==> config.mk <==
export PLATFORM = sky130hd
export DESIGN_NAME = carry_chain_serial_addsub_flat
export DESIGN_NICKNAME = d
export VERILOG_FILES = /design/src/rtl/carry_chain_serial_addsub_pkg.sv /design/src/rtl/carry_chain_serial_addsub_if.sv /design/src/rtl/carry_chain_serial_addsub_slice.sv /design/src/rtl/carry_chain_serial_addsub.sv /design/src/flat_wrapper.sv
export SDC_FILE = /design/constraint.sdc
export NUM_CORES = 1
export LEC_CHECK = 0
export ABC_AREA = 1
export BUFFER_PORTS_ARGS = -buffer_cell sky130_fd_sc_hd__buf_2
export CORE_ASPECT_RATIO = 0.8
export CORE_MARGIN = 2
export CORE_UTILIZATION = 53
export CTS_BUF_LIST = sky130_fd_sc_hd__clkbuf_8
export DETAILED_ROUTE_END_ITERATION = 10
export MAX_ROUTING_LAYER = met4
export PLACE_DENSITY = 0.87
export SLEW_MARGIN = 20
export SYNTH_ARGS = -nofsm -noshare
export SYNTH_HDL_FRONTEND = slang
export SYNTH_HIERARCHICAL = 1
export SYNTH_SLANG_ARGS = --single-unit
==> constraint.sdc <==
create_clock -name clk -period 6 [get_ports clk]
set_clock_uncertainty 0.1 [all_clocks]
set_input_delay 0.3 -clock clk [delete_from_list [all_inputs] [get_ports clk]]
set_output_delay 0.3 -clock clk [all_outputs]
set_load 0.1 [all_outputs]
==> src/rtl/carry_chain_serial_addsub_pkg.sv <==
// Shared types and sizing helpers for the slice-serial add/sub unit.
// State encoding and index width live here so top and bench agree.
package carry_chain_pkg;

    typedef enum logic [1:0] {
        IDLE = 2'd0,
        RUN  = 2'd1,
        DONE = 2'd2
    } state_e;

    function automatic int data_w(input int slice_w, input int num_slices);
        return slice_w * num_slices;
    endfunction

    function automatic int idx_w(input int num_slices);
        return (num_slices > 1) ? $clog2(num_slices) : 1;
    endfunction

endpackage

==> src/rtl/carry_chain_serial_addsub_if.sv <==
// Request/result handshake bundle for the slice-serial add/sub unit.
// master drives operands and out_ready; slave returns the result.
interface carry_chain_serial_addsub_if
    import carry_chain_pkg::*;
#(
    parameter int DATA_W = data_w(8, 4)
);
    logic              in_valid;
    logic              in_ready;
    logic              sub;
    logic [DATA_W-1:0] a;
    logic [DATA_W-1:0] b;
    logic              out_valid;
    logic              out_ready;
    logic [DATA_W-1:0] result;
    logic              cout;
    logic              ovf;

    modport master (
        output in_valid, sub, a, b, out_ready,
        input  in_ready, out_valid, result, cout, ovf
    );

    modport slave (
        input  in_valid, sub, a, b, out_ready,
        output in_ready, out_valid, result, cout, ovf
    );
endinterface

==> src/rtl/carry_chain_serial_addsub_slice.sv <==
// One SLICE_W-bit ripple slice built from CARRY_CHAIN style cells.
// Each cell muxes carry: propagate passes cin, otherwise generate.
module carry_chain_slice #(
    parameter int SLICE_W = 8
) (
    input  logic [SLICE_W-1:0] p,
    input  logic [SLICE_W-1:0] g,
    input  logic               cin,
    output logic [SLICE_W-1:0] o,
    output logic               cout,
    output logic               c_msb_in
);
    logic [SLICE_W:0] c;

    assign c[0] = cin;

    for (genvar i = 0; i < SLICE_W; i++) begin : g_cell
        assign o[i]   = p[i] ^ c[i];
        assign c[i+1] = p[i] ? c[i] : g[i];
    end

    assign cout     = c[SLICE_W];
    assign c_msb_in = c[SLICE_W-1];
endmodule

==> src/rtl/carry_chain_serial_addsub.sv <==
// Wide add/sub streamed LSB-slice-first through one narrow carry slice.
// Slice carry-out is registered and fed back as the next slice carry-in.
module carry_chain_serial_addsub
    import carry_chain_pkg::*;
#(
    parameter int SLICE_W    = 8,
    parameter int NUM_SLICES = 4
) (
    input logic clk,
    input logic rst_n,
    carry_chain_serial_addsub_if.slave bus
);
    localparam int DW = data_w(SLICE_W, NUM_SLICES);
    localparam int IW = idx_w(NUM_SLICES);
    localparam logic [IW-1:0] LAST = IW'(NUM_SLICES - 1);

    state_e          state_q, state_d;
    logic [DW-1:0]   a_q, a_d;
    logic [DW-1:0]   b_q, b_d;
    logic [DW-1:0]   result_q, result_d;
    logic            sub_q, sub_d;
    logic            carry_q, carry_d;
    logic            cout_q, cout_d;
    logic            ovf_q, ovf_d;
    logic [IW-1:0]   idx_q, idx_d;

    logic [SLICE_W-1:0] a_s, b_s, b_x, p, g, o;
    logic               s_cout, s_cmsb;

    // Constant-index select keeps the slice mux free of variable part-selects
    always_comb begin
        a_s = '0;
        b_s = '0;
        for (int k = 0; k < NUM_SLICES; k++) begin
            if (idx_q == IW'(k)) begin
                a_s = a_q[k*SLICE_W +: SLICE_W];
                b_s = b_q[k*SLICE_W +: SLICE_W];
            end
        end
        b_x = b_s ^ {SLICE_W{sub_q}};
        p   = a_s ^ b_x;
        g   = a_s & b_x;
    end

    carry_chain_slice #(.SLICE_W(SLICE_W)) u_slice (
        .p        (p),
        .g        (g),
        .cin      (carry_q),
        .o        (o),
        .cout     (s_cout),
        .c_msb_in (s_cmsb)
    );

    always_comb begin
        state_d  = state_q;
        a_d      = a_q;
        b_d      = b_q;
        sub_d    = sub_q;
        carry_d  = carry_q;
        idx_d    = idx_q;
        result_d = result_q;
        cout_d   = cout_q;
        ovf_d    = ovf_q;
        unique case (state_q)
            IDLE: begin
                if (bus.in_valid) begin
                    a_d     = bus.a;
                    b_d     = bus.b;
                    sub_d   = bus.sub;
                    carry_d = bus.sub;
                    idx_d   = '0;
                    state_d = RUN;
                end
            end
            RUN: begin
                for (int k = 0; k < NUM_SLICES; k++) begin
                    if (idx_q == IW'(k)) begin
                        result_d[k*SLICE_W +: SLICE_W] = o;
                    end
                end
                carry_d = s_cout;
                if (idx_q == LAST) begin
                    cout_d  = s_cout;
                    ovf_d   = s_cmsb ^ s_cout;
                    state_d = DONE;
                end else begin
                    idx_d = idx_q + 1'b1;
                end
            end
            DONE: begin
                if (bus.out_ready) begin
                    state_d = IDLE;
                end
            end
            default: state_d = IDLE;
        endcase
    end

    always_ff @(posedge clk or negedge rst_n) begin
        if (!rst_n) begin
            state_q  <= IDLE;
            a_q      <= '0;
            b_q      <= '0;
            sub_q    <= 1'b0;
            carry_q  <= 1'b0;
            idx_q    <= '0;
            result_q <= '0;
            cout_q   <= 1'b0;
            ovf_q    <= 1'b0;
        end else begin
            state_q  <= state_d;
            a_q      <= a_d;
            b_q      <= b_d;
            sub_q    <= sub_d;
            carry_q  <= carry_d;
            idx_q    <= idx_d;
            result_q <= result_d;
            cout_q   <= cout_d;
            ovf_q    <= ovf_d;
        end
    end

    assign bus.in_ready  = (state_q == IDLE);
    assign bus.out_valid = (state_q == DONE);
    assign bus.result    = result_q;
    assign bus.cout      = cout_q;
    assign bus.ovf       = ovf_q;
endmodule

==> src/flat_wrapper.sv <==
// flat-port wrapper written by rule: the top's interface ports become plain ports
module carry_chain_serial_addsub_flat import carry_chain_pkg::*;
#(
    parameter int SLICE_W    = 8,
    parameter int NUM_SLICES = 4
)
  (clk, rst_n, bus_in_valid, bus_sub, bus_a, bus_b, bus_out_ready, bus_in_ready, bus_out_valid, bus_result, bus_cout, bus_ovf);
  carry_chain_serial_addsub_if #(.DATA_W(32)) bus_i ();
  input logic clk;
  input logic rst_n;
  input wire logic [$bits(bus_i.in_valid)-1:0] bus_in_valid;
  input wire logic [$bits(bus_i.sub)-1:0] bus_sub;
  input wire logic [$bits(bus_i.a)-1:0] bus_a;
  input wire logic [$bits(bus_i.b)-1:0] bus_b;
  input wire logic [$bits(bus_i.out_ready)-1:0] bus_out_ready;
  output wire logic [$bits(bus_i.in_ready)-1:0] bus_in_ready;
  output wire logic [$bits(bus_i.out_valid)-1:0] bus_out_valid;
  output wire logic [$bits(bus_i.result)-1:0] bus_result;
  output wire logic [$bits(bus_i.cout)-1:0] bus_cout;
  output wire logic [$bits(bus_i.ovf)-1:0] bus_ovf;
  assign bus_i.in_valid = bus_in_valid;
  assign bus_i.sub = bus_sub;
  assign bus_i.a = bus_a;
  assign bus_i.b = bus_b;
  assign bus_i.out_ready = bus_out_ready;
  assign bus_in_ready = bus_i.in_ready;
  assign bus_out_valid = bus_i.out_valid;
  assign bus_result = bus_i.result;
  assign bus_cout = bus_i.cout;
  assign bus_ovf = bus_i.ovf;
  carry_chain_serial_addsub #(.SLICE_W(SLICE_W), .NUM_SLICES(NUM_SLICES)) u_core (.clk(clk), .rst_n(rst_n), .bus(bus_i));
endmodule
After elaboration in Yosys (flattened, before gate mapping)
Cells that the tools add are included.

word-level totals
  bits in registers = 104
  bits of input ports = 69
  output and inout bits = 36
  logic and storage cells = 70

cells by class
  $add $sub $neg = 1
  equal/unequal tests = 9
  multiplexer cells = 25
  bitwise logic cells = 12
  reduce and logical (&&, ||, !) cells = 11

operator list
  operator                                                                 count
  8-bit two-way mux                                                        8
  8-bit XOR                                                                2
  2-bit AND reduction                                                      6
  2-bit two-way mux                                                        5
  1-bit two-way mux                                                        9
  1-bit XOR                                                                9
  8-bit AND                                                                1
  2-bit equality test, second input constant                               3
  2-bit inequality test, second input constant                             3
  2-bit one-hot mux with 3 select lines                                    1
  3-bit AND reduction                                                      2
  2-bit by 1-bit equality test with 1-bit output, second input constant    2
  2-bit zero test                                                          2
  2-bit one-hot mux with 2 select lines                                    1
  2-bit by 1-bit adder with 2-bit output, second input constant            1
  2-bit by 1-bit inequality test with 1-bit output, second input constant  1
  1-bit one-hot mux with 2 select lines                                    1
  2-bit nonzero test                                                       1

Logic depth before layout (Yosys ltp)
Gate-level depths: netlist of run 1.

  word-level depth = 16
  depth in mapped cells = 25
  mapped depth without buffers = 24

Hierarchy
Netlist of run 1, hierarchy kept.

by module, submodules not included
  module                     times used  cells each  area each (µm²)  seq. area each (µm²)
  carry_chain_serial_addsub  1           590         4800.9           2602.5
  carry_chain_slice          1           43          252.7            0.0

Worst setup path after synthesis of run 1
No wires, ideal clock.

  path type = flip-flop to flip-flop
  start = register u_core.idx_q[0]
  end = register u_core.ovf_q, in the netlist u_core/bus.ovf
  setup time = 125 ps
  arrival time = 2572 ps
  required time = 5775 ps
  path slack = 3203 ps
  stages on the path, launching flop included = 24
  buffers on the path = 2
  clock period less this slack = 2797 ps
  cells stage by stage = dfrtp_1 > inv_1 > ha_1 > buf_2 > buf_4 > nand2_1 > o21ai_0 > nand2_1 > a21oi_1 > ha_1 > inv_2 > nand2_2 > nand3_2 > nand3_2 > nand3_2 > nand3_2 > nand3_2 > nand2_2 > nand2_2 > nand2_4 > nand2_1 > nand2_1 > xnor2_1 > o21ai_1

on the way
  cells in the longest elaborated chain, start to end = 16
  elaborated cells on any way between the ends = 25
  classes of those cells = eq/ne (3); mux (16); bitwise (4); reduce/logical (2)

ends and longest elaborated chain
  item                              RTL line                               text
  start, declared                   carry_chain_serial_addsub.sv:25        logic [IW-1:0] idx_q, idx_d;
  start signal, assigned            carry_chain_serial_addsub.sv:116       idx_q <= idx_d;
  2-bit zero test                   carry_chain_serial_addsub.sv:35        if (idx_q == IW'(k)) begin
  8-bit two-way mux (4 in a row)    carry_chain_serial_addsub.sv:35
  8-bit XOR                         carry_chain_serial_addsub.sv:40        b_x = b_s ^ {SLICE_W{sub_q}};
  8-bit XOR *                       carry_chain_serial_addsub.sv:41        p = a_s ^ b_x;
  via u_core.p[0]                   carry_chain_serial_addsub.sv:27        logic [SLICE_W-1:0] a_s, b_s, b_x, p, g, o;
  1-bit two-way mux * (7 in a row)  carry_chain_serial_addsub_slice.sv:19  assign c[i+1] = p[i] ? c[i] : g[i];
  via u_core.s_cmsb                 carry_chain_serial_addsub.sv:28        logic s_cout, s_cmsb;
  1-bit two-way mux *               carry_chain_serial_addsub_slice.sv:19
  via u_core.s_cout                 carry_chain_serial_addsub.sv:28
  1-bit XOR *                       carry_chain_serial_addsub.sv:84        ovf_d = s_cmsb ^ s_cout;
  end signal, assigned              carry_chain_serial_addsub.sv:119       ovf_q <= ovf_d;
  end, declared                     carry_chain_serial_addsub.sv:24        logic ovf_q, ovf_d;

The timed path passes the listed nets; every way through them passes the cells marked *.
A chain may end at the register's enable or synchronous reset.

Final worst setup path of run 1
  start = register u_core.idx_q[1]
  end = register u_core.ovf_q, in the netlist u_core/bus.ovf

Same word-level chain as after synthesis.

==> results of run 1 <==
[cells by family after synthesis]
group / count (synthesis)
AOI/OAI and AO/OA: 81
xor gates and xnor gates: 5
adders and majority gates: 12
buffers and inverters: 65
DFF: 104
and+or+nand+nor: 366
[metrics by stage]
| stage | worst slack, ns | hold WS, ns | cell area, um2 |
|---|---|---|---|
| after floorplan | 3.20 | -0.0956 | 5050 |
| after global placement | 2.60 | 0.237 | 5530 |
| after detailed placement | 2.29 | 0.255 | 5530 |
| after CTS | 2.27 | 0.000369 | 5740 |
| after global routing | 1.89 | 0.00292 | 5750 |
| final | 2.21 | 0.0112 | 5750 |
[path summary, 6_finish.rpt]
kind	slack, ns	depth (start not counted)	start	end
worst max-delay path	2.21	24	u_core/idx_q[1]	u_core/bus.ovf
worst min-delay path	0.01	3	bus_a[7]	u_core/a_q[7]
worst max register to register	2.21	24	u_core/idx_q[1]	u_core/bus.ovf
worst min register to register	0.39	2	u_core/b_q[31]	u_core/b_q[31]
max in group asynchronous	4.25	3	rst_n	u_core/a_q[23]
min in group asynchronous	0.37	2	rst_n	u_core/b_q[1]
[layout by cell type, fill, tap and decap left out, types with 2 or more instances in the layout]
cell           Yosys  layout
inv_2              4       3
dlygate4sd3_1      0       4
or2_1              2       2
dfrtp_1          104     104
nand2_4            4       5
ha_1              12      12
a21o_2             2       2
buf_2             12     103
inv_1             28      29
nand3_2            5       5
o21ai_0           40      40
clkinvlp_4         0       2
a21oi_1           24      24
buf_4             11       2
nor2_1            11      11
o21ai_1           13      13
nand2_2            7       6
nand2_1          308     308
xor2_1             4       4
or2_2              8       8
nand3_1           19      19
inv_6              0       3
clkbuf_8           0       9
[final cells by class]
class / count / area share
clock buffers: 9 / 0.0215
clock inverters: 7 / 0.00936
inverters: 34 / 0.0229
multi-input cells: 464 / 0.369
flip-flops and latches: 104 / 0.453
well taps: 115 / 0.0250
repair buffers: 109 / 0.0992
[metal layers]
layer	global-route usage	vias up	wire, um
met1	0.323	2029	5300
li1	-	2147	-
met3	0.0634	33	896
met5	-	-	0
met4	0.0843	0	251
met2	0.394	169	5580
[critical path, cell delays in order (launching register included)]
cell and delay, ns:
dfrtp_1 0.42, inv_1 0.11, ha_1 0.73, inv_1 0.31, nand2_1 0.14, nand3_1 0.07
nand2_1 0.10, nand2_1 0.06, nand2_1 0.05, nand2_1 0.05, ha_1 0.32, inv_2 0.09
nand2_2 0.06, nand3_2 0.07, nand3_2 0.09, nand3_2 0.09, nand3_2 0.09, nand3_2 0.07
nand2_2 0.06, nand2_2 0.08, nand2_4 0.06, nand2_1 0.05, nand2_1 0.09, xnor2_1 0.19
o21ai_1 0.09
[flip-flops by register name, summed over array words and instances, names as in the netlist, 2 cells and up]
| register | count |
|---|---|
| u_core/b_q | 32 |
| u_core/state_q | 2 |
| u_core/bus.result | 32 |
| u_core/a_q | 32 |
| u_core/idx_q | 2 |
[repair_timing]
action / 4_1_cts / 5_1_grt
hold buffers: 4 / 0
resized for setup: 0 / 0
hold endpoints to repair: 50 / 0
endpoints found under the setup margin: 0 / 0
==> qor.csv, run 1 <==
stage,metric,value,unit
sta,Achievable Freq,0.264,GHz
critical_path,type of the worst setup path,register to register,
synth,post-synthesis register bit count,104,
clocking,Longest Clk Path Bufs,2,
layout,filler-free cell count of the finished design,842,
layout,layout-stage area growth over the synthesis result,13.8,%
synth,leading register cell type out of synthesis,dfrtp_1,
synth,sequential share of the synthesized area,0.515,
synth,leading cell types by count after synthesis,"nand2_1, dfrtp_1, o21ai_0, inv_1, a21oi_1",
layout,final cell utilization of the core,0.628,
job,max-cap check violation count,0,
layout,Multi-input gate area,2120,um2
synth,summed instance area of the synthesized netlist,5050,um2
global_routing,initial antenna violation count,0,
critical_path,WP data arrival,3.94,ns
routing,number of DRC violations after detailed-routing iteration 0,335,
floorplanning,width of the die,113,um
global_routing,global-route usage over all layers,0.252,
synth,largest family of logic cells by synthesized area,simple AND/OR/NAND/NOR gates,
clocking,H-tree depth reported by CTS,3,
floorplanning,effective utilization at floorplan,0.552,
routing,detail-routed net length per standard cell,14.3,um
synth,yosys warns,6,
sta,worst max-slew margin expressed relative to the limit,0.417,
floorplanning,Die Outline Area,10300,um2
floorplanning,placement row count,31,
routing,via count of the routed design,4378,
clocking,number of buffers created by CTS,9,
synth,count of flip-flops with a built-in enable after synthesis,0,
global_routing,global route overflow,0,
synth,proportion of synthesized flip-flops having asynchronous set or reset,1.00,
synth,main area contributors after synthesis,"dfrtp_1, nand2_1, o21ai_0, ha_1, a21oi_1",
sta,crit path time final,3.79,ns
routing,Post-route DRC,7,
clocking,clock transition at the registers of the reported paths,0.11,ns
clocking,number of post-CTS setup repair buffers,0,
synth,most frequent cell after synthesis,nand2_1,
critical_path,Critical Path Start Type,register,
sta,total setup violations reported at the end of the flow,0,
layout,Layout fillers,800,
floorplanning,I/O pins,105,
floorplanning,total core area,9150,um2
sta,Final Hold Viols,0,
routing,sum of routed wire length over all layers,12000,um
place,routability-driven placement congestion ratio,0.891,
synth,Netlist cell types,29,
synth,post-synthesis cell count,633,
critical_path,"Req. time, crit path",6.15,ns
min_path,classification of the worst-slack hold path,input port to register,
routing,count of TritonRoute iterations in the first routing pass,8,
global_routing,first-pass GRT wire length,20300,um
clocking,clock tree root driver cell,clkbuf_8,
status,violations in the final reports,DRC,
layout,number of antenna cells inserted,0,
place,placed insts,822,
synth,simple-gate portion of the synthesized area,0.298,
sta,setup_tns,0,ns
place,number of input and output port buffers inserted,104,
synth,mux contribution to synthesized area,0,
place,half-perimeter wire length of the detailed placement result,8530,um
synth,average footprint of a synthesized cell,7.98,um2
critical_path,endpoint class of the critical path,register,
synth,"Net Count, Synth",714,
routing,DR vias/cell,5.20,
routing,final antenna-violating net count,0,
status,status,finished with violations,
synth,fraction of synthesized cell area taken by the top area cell type,0.515,
synth,post-synth top area cell,dfrtp_1,
sta,part of the cycle the worst path needs,0.631,
clocking,TritonCTS clock tree,done,
sta,number of max-slew violations in the final report,0,
sta,transition at the pin with the smallest max-transition slack,0.874,ns
layout,"Net count, final",803,
floorplanning,vertical die dimension,91.3,um
global_routing,largest net degree at the start of global routing,75,
clocking,clock latency at the later pin of the worst-skew pair,0.37,ns
synth,adder-cell share of the synthesized area,0.0297,
global_routing,via count of the first global-routing pass,4429,
synth,compound-gate portion of the synthesized area,0.0824,
layout,share of layout cells above drive strength 1,0.210,
critical_path,critical-path maximum fanout,26,
synth,xor and xnor area share after synthesis,0.00867,
clocking,number of clock sinks seen by CTS,104,
sta,RSZ-0062 raised after global routing,false,
layout,Seq. cell area,2600,um2
Power of run 1 is not shown: default switching activity piles up to over one toggle a cycle in this logic, so the estimate is an artifact.
==> run 2: changes to the inputs <==
--- a/config.mk
+++ b/config.mk
@@ -5,7 +5,7 @@
 export SDC_FILE = /design/constraint.sdc
 export NUM_CORES = 1
 export LEC_CHECK = 0
-export ABC_AREA = 1
+export ABC_AREA = 0
 export BUFFER_PORTS_ARGS = -buffer_cell sky130_fd_sc_hd__buf_2
 export CORE_ASPECT_RATIO = 0.8
 export CORE_MARGIN = 2
==> constraint.sdc (replaced) <==
create_clock -name clk -period 3.65 [get_ports clk]
set_clock_uncertainty 0.1 [all_clocks]
set_input_delay 0.1825 -clock clk [delete_from_list [all_inputs] [get_ports clk]]
set_output_delay 0.1825 -clock clk [all_outputs]
set_load 0.1 [all_outputs]
==> run 2 against run 1 <==
  * The flow finishes with violations (setup timing)
  * Setup slack got worse by 2.4 ns
  * Critical path type unchanged
  * Maximum frequency about the same
  * Highest routed layer unchanged
  * First-iteration DRC count grew 16%
  * Critical path depth down 11
  * Critical endpoint is now u_core/carry_q
  * Non-clock buffer count increased by 73
==> qor.csv, run 2 <==
stage,metric,value,unit,change
synth,average footprint of a synthesized cell,13.8,um2,was 7.98 um2
synth,Netlist cell types,48,,was 29
job,max-cap check violation count,0,,unchanged
synth,summed instance area of the synthesized netlist,5110,um2,was 5050 um2
min_path,classification of the worst-slack hold path,input port to register,,unchanged
critical_path,type of the worst setup path,register to register,,unchanged
routing,number of DRC violations after detailed-routing iteration 0,388,,was 335
critical_path,CP max stage delay,0.46,ns,was 0.73 ns
floorplanning,width of the die,114,um,was 113 um
synth,"Net Count, Synth",452,,was 714
critical_path,most repeated library cell on the critical path,a21oi_1,,was nand2_1
synth,leading cell types by count after synthesis,"dfrtp_1, mux2_4, mux2_2, mux2_1, nand2_1",,"was nand2_1, dfrtp_1, o21ai_0, inv_1, a21oi_1"
place,routability-driven placement congestion ratio,0.934,,was 0.891
sta,setup_tns,-1.41,ns,was 0 ns
floorplanning,placement row count,32,,was 31
floorplanning,I/O pins,105,,unchanged
synth,sequential share of the synthesized area,0.509,,was 0.515
layout,"leading cell types in the layout, fill and taps excluded","buf_2, dfrtp_1, dlygate4sd3_1, mux2_4, mux2_2",,"was nand2_1, dfrtp_1, buf_2, o21ai_0, inv_1"
synth,leading register cell type out of synthesis,dfrtp_1,,unchanged
global_routing,via count of the first global-routing pass,4391,,was 4429
clocking,H-tree depth reported by CTS,3,,unchanged
clocking,clock tree root driver cell,clkbuf_8,,unchanged
routing,via count of the routed design,4112,,was 4378
critical_path,Critical Path Start Type,register,,unchanged
routing,Post-route DRC,0,,was 7
synth,fraction of synthesized cell area taken by the top area cell type,0.509,,was 0.515
layout,layout-stage area growth over the synthesis result,33.5,%,was 13.8%
sta,Final Hold Viols,0,,unchanged
critical_path,WP data arrival,3.94,ns,about the same
synth,proportion of synthesized flip-flops having asynchronous set or reset,1.00,,unchanged
synth,most frequent cell after synthesis,dfrtp_1,,was nand2_1
global_routing,global route overflow,0,,unchanged
global_routing,global-route usage over all layers,0.311,,was 0.252
place,half-perimeter wire length of the detailed placement result,8560,um,was 8530 um
sta,worst max-slew margin expressed relative to the limit,0.468,,was 0.417
synth,post-synthesis cell count,371,,was 633
floorplanning,effective utilization at floorplan,0.538,,was 0.552
routing,count of TritonRoute iterations in the first routing pass,5,,was 8
routing,sum of routed wire length over all layers,16300,um,was 12000 um
sta,part of the cycle the worst path needs,1.04,,was 0.631
sta,final setup slack of the worst path,-0.140,ns,was 2.21 ns
critical_path,cell-by-cell trace of the critical path,inv_1 -> ha_2 -> nor2b_4 -> a22oi_1 -> a21oi_1 -> xor2_1 -> ha_1 -> mux2i_4 -> a41oi_4 -> a31oi_4 -> o31ai_4 -> a21oi_1 -> o21ai_1,,was inv_1 -> ha_1 -> inv_1 -> nand2_1 -> nand3_1 -> nand2_1 -> nand2_1 -> nand2_1 -> nand2_1 -> ha_1 -> inv_2 -> nand2_2 -> nand3_2 -> nand3_2 -> nand3_2 -> nand3_2 -> nand3_2 -> nand2_2 -> nand2_2 -> nand2_4 -> nand2_1 -> nand2_1 -> xnor2_1 -> o21ai_1
routing,detail-routed net length per standard cell,24.4,um,was 14.3 um
critical_path,"Req. time, crit path",3.80,ns,was 6.15 ns
routing,DR vias/cell,6.15,,was 5.20
status,violations in the final reports,setup timing,,was DRC
sta,crit path time final,3.79,ns,about the same
clocking,clock transition at the registers of the reported paths,0.10,ns,was 0.11 ns
layout,filler-free cell count of the finished design,669,,was 842
synth,main area contributors after synthesis,"dfrtp_1, mux2_4, mux2_2, mux2_1, ha_1",,"was dfrtp_1, nand2_1, o21ai_0, ha_1, a21oi_1"
critical_path,number of buffers and inverters on the critical path,1,,was 3
clocking,TritonCTS clock tree,done,,unchanged
critical_path,critical-path maximum fanout,8,,was 26
clocking,number of buffers created by CTS,9,,unchanged
synth,count of flip-flops with a built-in enable after synthesis,0,,unchanged
layout,"Net count, final",627,,was 803
floorplanning,vertical die dimension,91.8,um,was 91.3 um
routing,final antenna-violating net count,0,,unchanged
sta,transition at the pin with the smallest max-transition slack,0.798,ns,was 0.874 ns
layout,share of layout cells above drive strength 1,0.441,,was 0.210
sta,Achievable Freq,0.264,GHz,about the same
floorplanning,total core area,9490,um2,was 9150 um2
clocking,Longest Clk Path Bufs,2,,unchanged
place,number of input and output port buffers inserted,104,,unchanged
critical_path,endpoint class of the critical path,register,,unchanged
sta,total setup violations reported at the end of the flow,15,,was 0
global_routing,largest net degree at the start of global routing,89,,was 75
status,status,finished with violations,,unchanged
floorplanning,Die Outline Area,10400,um2,was 10300 um2
synth,yosys warns,6,,unchanged
global_routing,initial antenna violation count,1,,was 0
clocking,number of clock sinks seen by CTS,104,,unchanged
critical_path,"slowest stage cell, crit path",dfrtp_2,,was ha_1
critical_path,"CP delay by family, top",compound AO/OA/AOI/OAI gates,,was simple AND/OR/NAND/NOR gates
clocking,clock latency at the later pin of the worst-skew pair,0.38,ns,was 0.37 ns
global_routing,first-pass GRT wire length,23700,um,was 20300 um
synth,post-synthesis register bit count,104,,unchanged
place,placed insts,580,,was 822
synth,post-synth top area cell,dfrtp_1,,unchanged
sta,number of max-slew violations in the final report,0,,unchanged
run 2: changes by cell type after synthesis, sizes merged, moves of 7 or more:
| cell | delta |
|---|---|
| a21oi | -12 |
| a221o | +7 |
| a22oi | +8 |
| buf | -13 |
| inv | -27 |
| mux2 | +100 |
| nand2 | -300 |
| nand3 | -22 |
| o21ai | -32 |
| o22ai | +8 |
| or2 | -10 |
run 2: layout make-up:
class | instances | area, um2
fill | 583 | 2670
timing repair buffer | 182 | 1300
inverter | 7 | 30.0
clock inverter | 5 | 83.8
antenna | 1 | 2.50
clock buffer | 9 | 124
multi-input combinational | 242 | 2530
tap | 119 | 149
sequential | 104 | 2600
run 2: what timing repair did:
item	4_1_cts	5_1_grt
gates cloned	1	0
endpoints found under the setup margin	2	25
buffers inserted	0	5
pin swaps	0	11
resized for setup	1	38
hold buffers	67	0
endpoints found under the hold margin	153	0
run 2: cell families (layout without fill, tap and decap cells):
| logic type | after synthesis | after routing | share of synthesized area |
|---|---|---|---|
| other cells | 0 | 1 | 0 |
| flops | 104 | 104 | 0.509 |
| mux | 102 | 102 | 0.262 |
| compound gates | 71 | 71 | 0.0975 |
| buf+inv | 26 | 203 | 0.0353 |
| simple gates | 40 | 41 | 0.0392 |
| fa+ha+maj | 12 | 12 | 0.0294 |
| xor+xnor | 16 | 16 | 0.0274 |
run 2: final timing paths:
kind,from,end,slack [ns],cells after the start
worst min-delay path,bus_in_valid,u_core/state_q[0],0.08,3
worst max-delay path,u_core/idx_q[0],u_core/carry_q,-0.14,13
worst max register to register,u_core/idx_q[0],u_core/carry_q,-0.14,13
min in group asynchronous,rst_n,u_core/b_q[17],0.31,2
worst min register to register,u_core/bus.result[28],u_core/bus.result[28],0.40,1
max in group asynchronous,rst_n,u_core/bus.result[29],2.36,3
run 2: stage by stage:
step,setup WS [ns],hold slack (ns),util,area [um2]
after floorplan,0.483,-0.213,-,5110
after global placement,0.174,0.293,0.597,5660
after detailed placement,-0.0751,0.298,0.597,5660
after CTS,0.00141,0.0243,0.691,6560
after global routing,-0.144,0.0669,0.719,6820
final,-0.140,0.0807,0.719,6820
run 2: routing by layer:
layer	up-vias	global-route usage	part of all wire
met5	-	-	0
met4	0	0.175	0.062
met3	94	0.0892	0.093
met2	300	0.489	0.47
met1	2021	0.361	0.37
li1	1697	-	-
run 2: worst min-delay path, stage by stage:
cell and delay [ns]:
buf_2 0.12, nand2b_1 0.11, a21oi_1 0.09
Power of run 2 is left out for the same reason.
==> run 3: changes to the inputs <==
--- a/config.mk
+++ b/config.mk
@@ -9,7 +9,7 @@
 export BUFFER_PORTS_ARGS = -buffer_cell sky130_fd_sc_hd__buf_2
 export CORE_ASPECT_RATIO = 0.8
 export CORE_MARGIN = 2
-export CORE_UTILIZATION = 53
+export CORE_UTILIZATION = 51
 export CTS_BUF_LIST = sky130_fd_sc_hd__clkbuf_8
 export DETAILED_ROUTE_END_ITERATION = 10
 export MAX_ROUTING_LAYER = met4
==> constraint.sdc (replaced) <==
create_clock -name clk -period 3.03 [get_ports clk]
set_clock_uncertainty 0.1 [all_clocks]
set_input_delay 0.1515 -clock clk [delete_from_list [all_inputs] [get_ports clk]]
set_output_delay 0.1515 -clock clk [all_outputs]
set_load 0.1 [all_outputs]
==> run 3 against run 2 <==
  * The run still ends with setup timing left
  * Clock-buffer cell count stayed put
  * Worst hold slack gained 0.27 ns
  * Wire length is 11% lower
  * Register-to-register slack got worse by 0.27 ns
  * Cell area up 7.9%
  * First-iteration DRC count fell by 30%
  * Die area increased by 3.8%
  * Non-clock buffer count rose by 40
  * Global-route usage decreased by 4.1 points
  * Critical path depth rose by 1
  * Critical path type unchanged
  * Highest routed layer unchanged
==> qor.csv, run 3 (synthesis gave the netlist of run 2 again) <==
stage,metric,value,unit,change
job,max-cap check violation count,0,,unchanged
sta,Achievable Freq,0.291,GHz,was 0.264 GHz
routing,via count of the routed design,4007,,was 4112
layout,layout-stage area growth over the synthesis result,44.1,%,was 33.5%
sta,RSZ-0062 raised after global routing,true,,
routing,DR vias/cell,5.53,,was 6.15
sta,final setup slack of the worst path,-0.407,ns,was -0.140 ns
sta,crit path time final,3.44,ns,was 3.79 ns
critical_path,type of the worst setup path,register to register,,unchanged
layout,"leading cell types in the layout, fill and taps excluded","buf_2, dfrtp_1, dlygate4sd3_1, mux2_4, buf_4",,"was buf_2, dfrtp_1, dlygate4sd3_1, mux2_4, mux2_2"
clocking,number of buffers created by CTS,9,,unchanged
global_routing,initial antenna violation count,0,,was 1
clocking,H-tree depth reported by CTS,3,,unchanged
clocking,clock transition at the registers of the reported paths,0.10,ns,about the same
floorplanning,I/O pins,105,,unchanged
layout,Multi-input gate area,2730,um2,was 2530 um2
routing,final antenna-violating net count,0,,unchanged
global_routing,via count of the first global-routing pass,4154,,was 4391
floorplanning,placement row count,32,,unchanged
layout,Layout fillers,557,,was 583
clocking,clock tree root driver cell,clkbuf_8,,unchanged
place,number of input and output port buffers inserted,104,,unchanged
sta,number of max-slew violations in the final report,0,,unchanged
critical_path,critical-path maximum fanout,6,,was 8
critical_path,crit path from,u_core/idx_q[1],,was u_core/idx_q[0]
sta,part of the cycle the worst path needs,1.13,,was 1.04
routing,detail-routed net length per standard cell,20.1,um,was 24.4 um
clocking,TritonCTS clock tree,done,,unchanged
clocking,Longest Clk Path Bufs,2,,unchanged
routing,number of DRC violations after detailed-routing iteration 0,271,,was 388
floorplanning,Die Outline Area,10800,um2,was 10400 um2
place,routability-driven placement congestion ratio,0.846,,was 0.934
critical_path,Critical Path Start Type,register,,unchanged
critical_path,WP data arrival,3.60,ns,was 3.94 ns
layout,"Net count, final",666,,was 627
floorplanning,width of the die,116,um,was 114 um
sta,transition at the pin with the smallest max-transition slack,0.891,ns,was 0.798 ns
routing,count of TritonRoute iterations in the first routing pass,5,,unchanged
place,placement-stage cell area,5990,um2,was 5660 um2
global_routing,global-route usage over all layers,0.269,,was 0.311
layout,Seq. cell area,2600,um2,unchanged
global_routing,largest net degree at the start of global routing,71,,was 89
layout,share of layout cells above drive strength 1,0.516,,was 0.441
sta,worst slack on hold paths,0.349,ns,was 0.0807 ns
sta,worst max-slew margin expressed relative to the limit,0.406,,was 0.468
clocking,number of clock sinks seen by CTS,104,,unchanged
critical_path,endpoint class of the critical path,register,,unchanged
status,violations in the final reports,setup timing,,unchanged
global_routing,first-pass GRT wire length,21400,um,was 23700 um
critical_path,"Req. time, crit path",3.19,ns,was 3.80 ns
min_path,classification of the worst-slack hold path,input port to async pin,,was input port to register
sta,Final Hold Viols,0,,unchanged
floorplanning,effective utilization at floorplan,0.527,,was 0.538
layout,number of antenna cells inserted,0,,was 1
global_routing,global route overflow,0,,unchanged
critical_path,CP max stage delay,0.44,ns,was 0.46 ns
routing,Post-route DRC,0,,unchanged
layout,final standard cell area without fillers,7360,um2,was 6820 um2
critical_path,worst reg2reg path startpoint,u_core/idx_q[1],,was u_core/idx_q[0]
status,status,finished with violations,,unchanged
critical_path,"slowest stage cell, crit path",dfrtp_1,,was dfrtp_2
place,half-perimeter wire length of the detailed placement result,8900,um,was 8560 um
critical_path,cell-by-cell trace of the critical path,inv_2 -> ha_4 -> nor2b_4 -> buf_6 -> a22oi_1 -> a21oi_2 -> xor2_1 -> ha_1 -> buf_4 -> a41oi_4 -> buf_12 -> a311o_1 -> o311ai_4 -> mux2_4,,was inv_1 -> ha_2 -> nor2b_4 -> a22oi_1 -> a21oi_1 -> xor2_1 -> ha_1 -> mux2i_4 -> a41oi_4 -> a31oi_4 -> o31ai_4 -> a21oi_1 -> o21ai_1
routing,sum of routed wire length over all layers,14600,um,was 16300 um
sta,total setup violations reported at the end of the flow,28,,was 15
floorplanning,total core area,9690,um2,was 9490 um2
clocking,clock latency at the later pin of the worst-skew pair,0.38,ns,about the same
floorplanning,vertical die dimension,93.5,um,was 91.8 um
## run 3: final timing paths
path / endpoint / slack, ns / depth (start not counted)
worst min register to register: u_core/b_q[26] / 0.40 / 1
worst max register to register: u_core/bus.result[31] / -0.41 / 14
min in group clk: u_core/b_q[26] / 0.40 / 1
worst min-delay path: u_core/b_q[0] / 0.35 / 2
max in group asynchronous: u_core/a_q[0] / 1.65 / 3
worst max-delay path: u_core/bus.result[31] / -0.41 / 14
## run 3: worst max-delay path: cells and delay by family (launching register included)
kind	cells	cell delay, ns
compound gates	5	0.87
buf+inv	4	0.60
fa+ha+maj	2	0.49
flops	1	0.44
mux	1	0.31
xor+xnor	1	0.25
simple gates	1	0.24
## run 3: what timing repair did
item	4_1_cts	5_1_grt
gates resized for setup	40	36
hold buffers	68	0
pin swaps	18	21
endpoints found under the hold margin	135	0
endpoints found under the setup margin	27	31
buffers inserted	10	6
## run 3: metal layers
layer,GRT usage,wire length [um]
met1,0.337,6170
met2,0.440,7010
met3,0.0577,960
met4,0.0913,444
met5,-,0
## run 3: area by class of cell
class,count,area share
clock buffers,9,0.0168
well taps,136,0.0231
flip-flops and latches,104,0.354
clock inverters,6,0.00833
repair buffers,222,0.223
multi-input cells,241,0.370
inverters,7,0.00459
## run 3: stage by stage
step | cells | setup WS, ns | setup TNS (ns) | utilization
after floorplan | 371 | 0.000901 | 0 | -
after global placement | 626 | -0.181 | -2.43 | 0.619
after detailed placement | 626 | -0.362 | -6.05 | 0.619
after CTS | 719 | -0.223 | -4.16 | 0.735
after global routing | 725 | -0.507 | -11.07 | 0.760
final | 725 | -0.407 | -8.28 | 0.760
Power of run 3 is left out for the same reason.
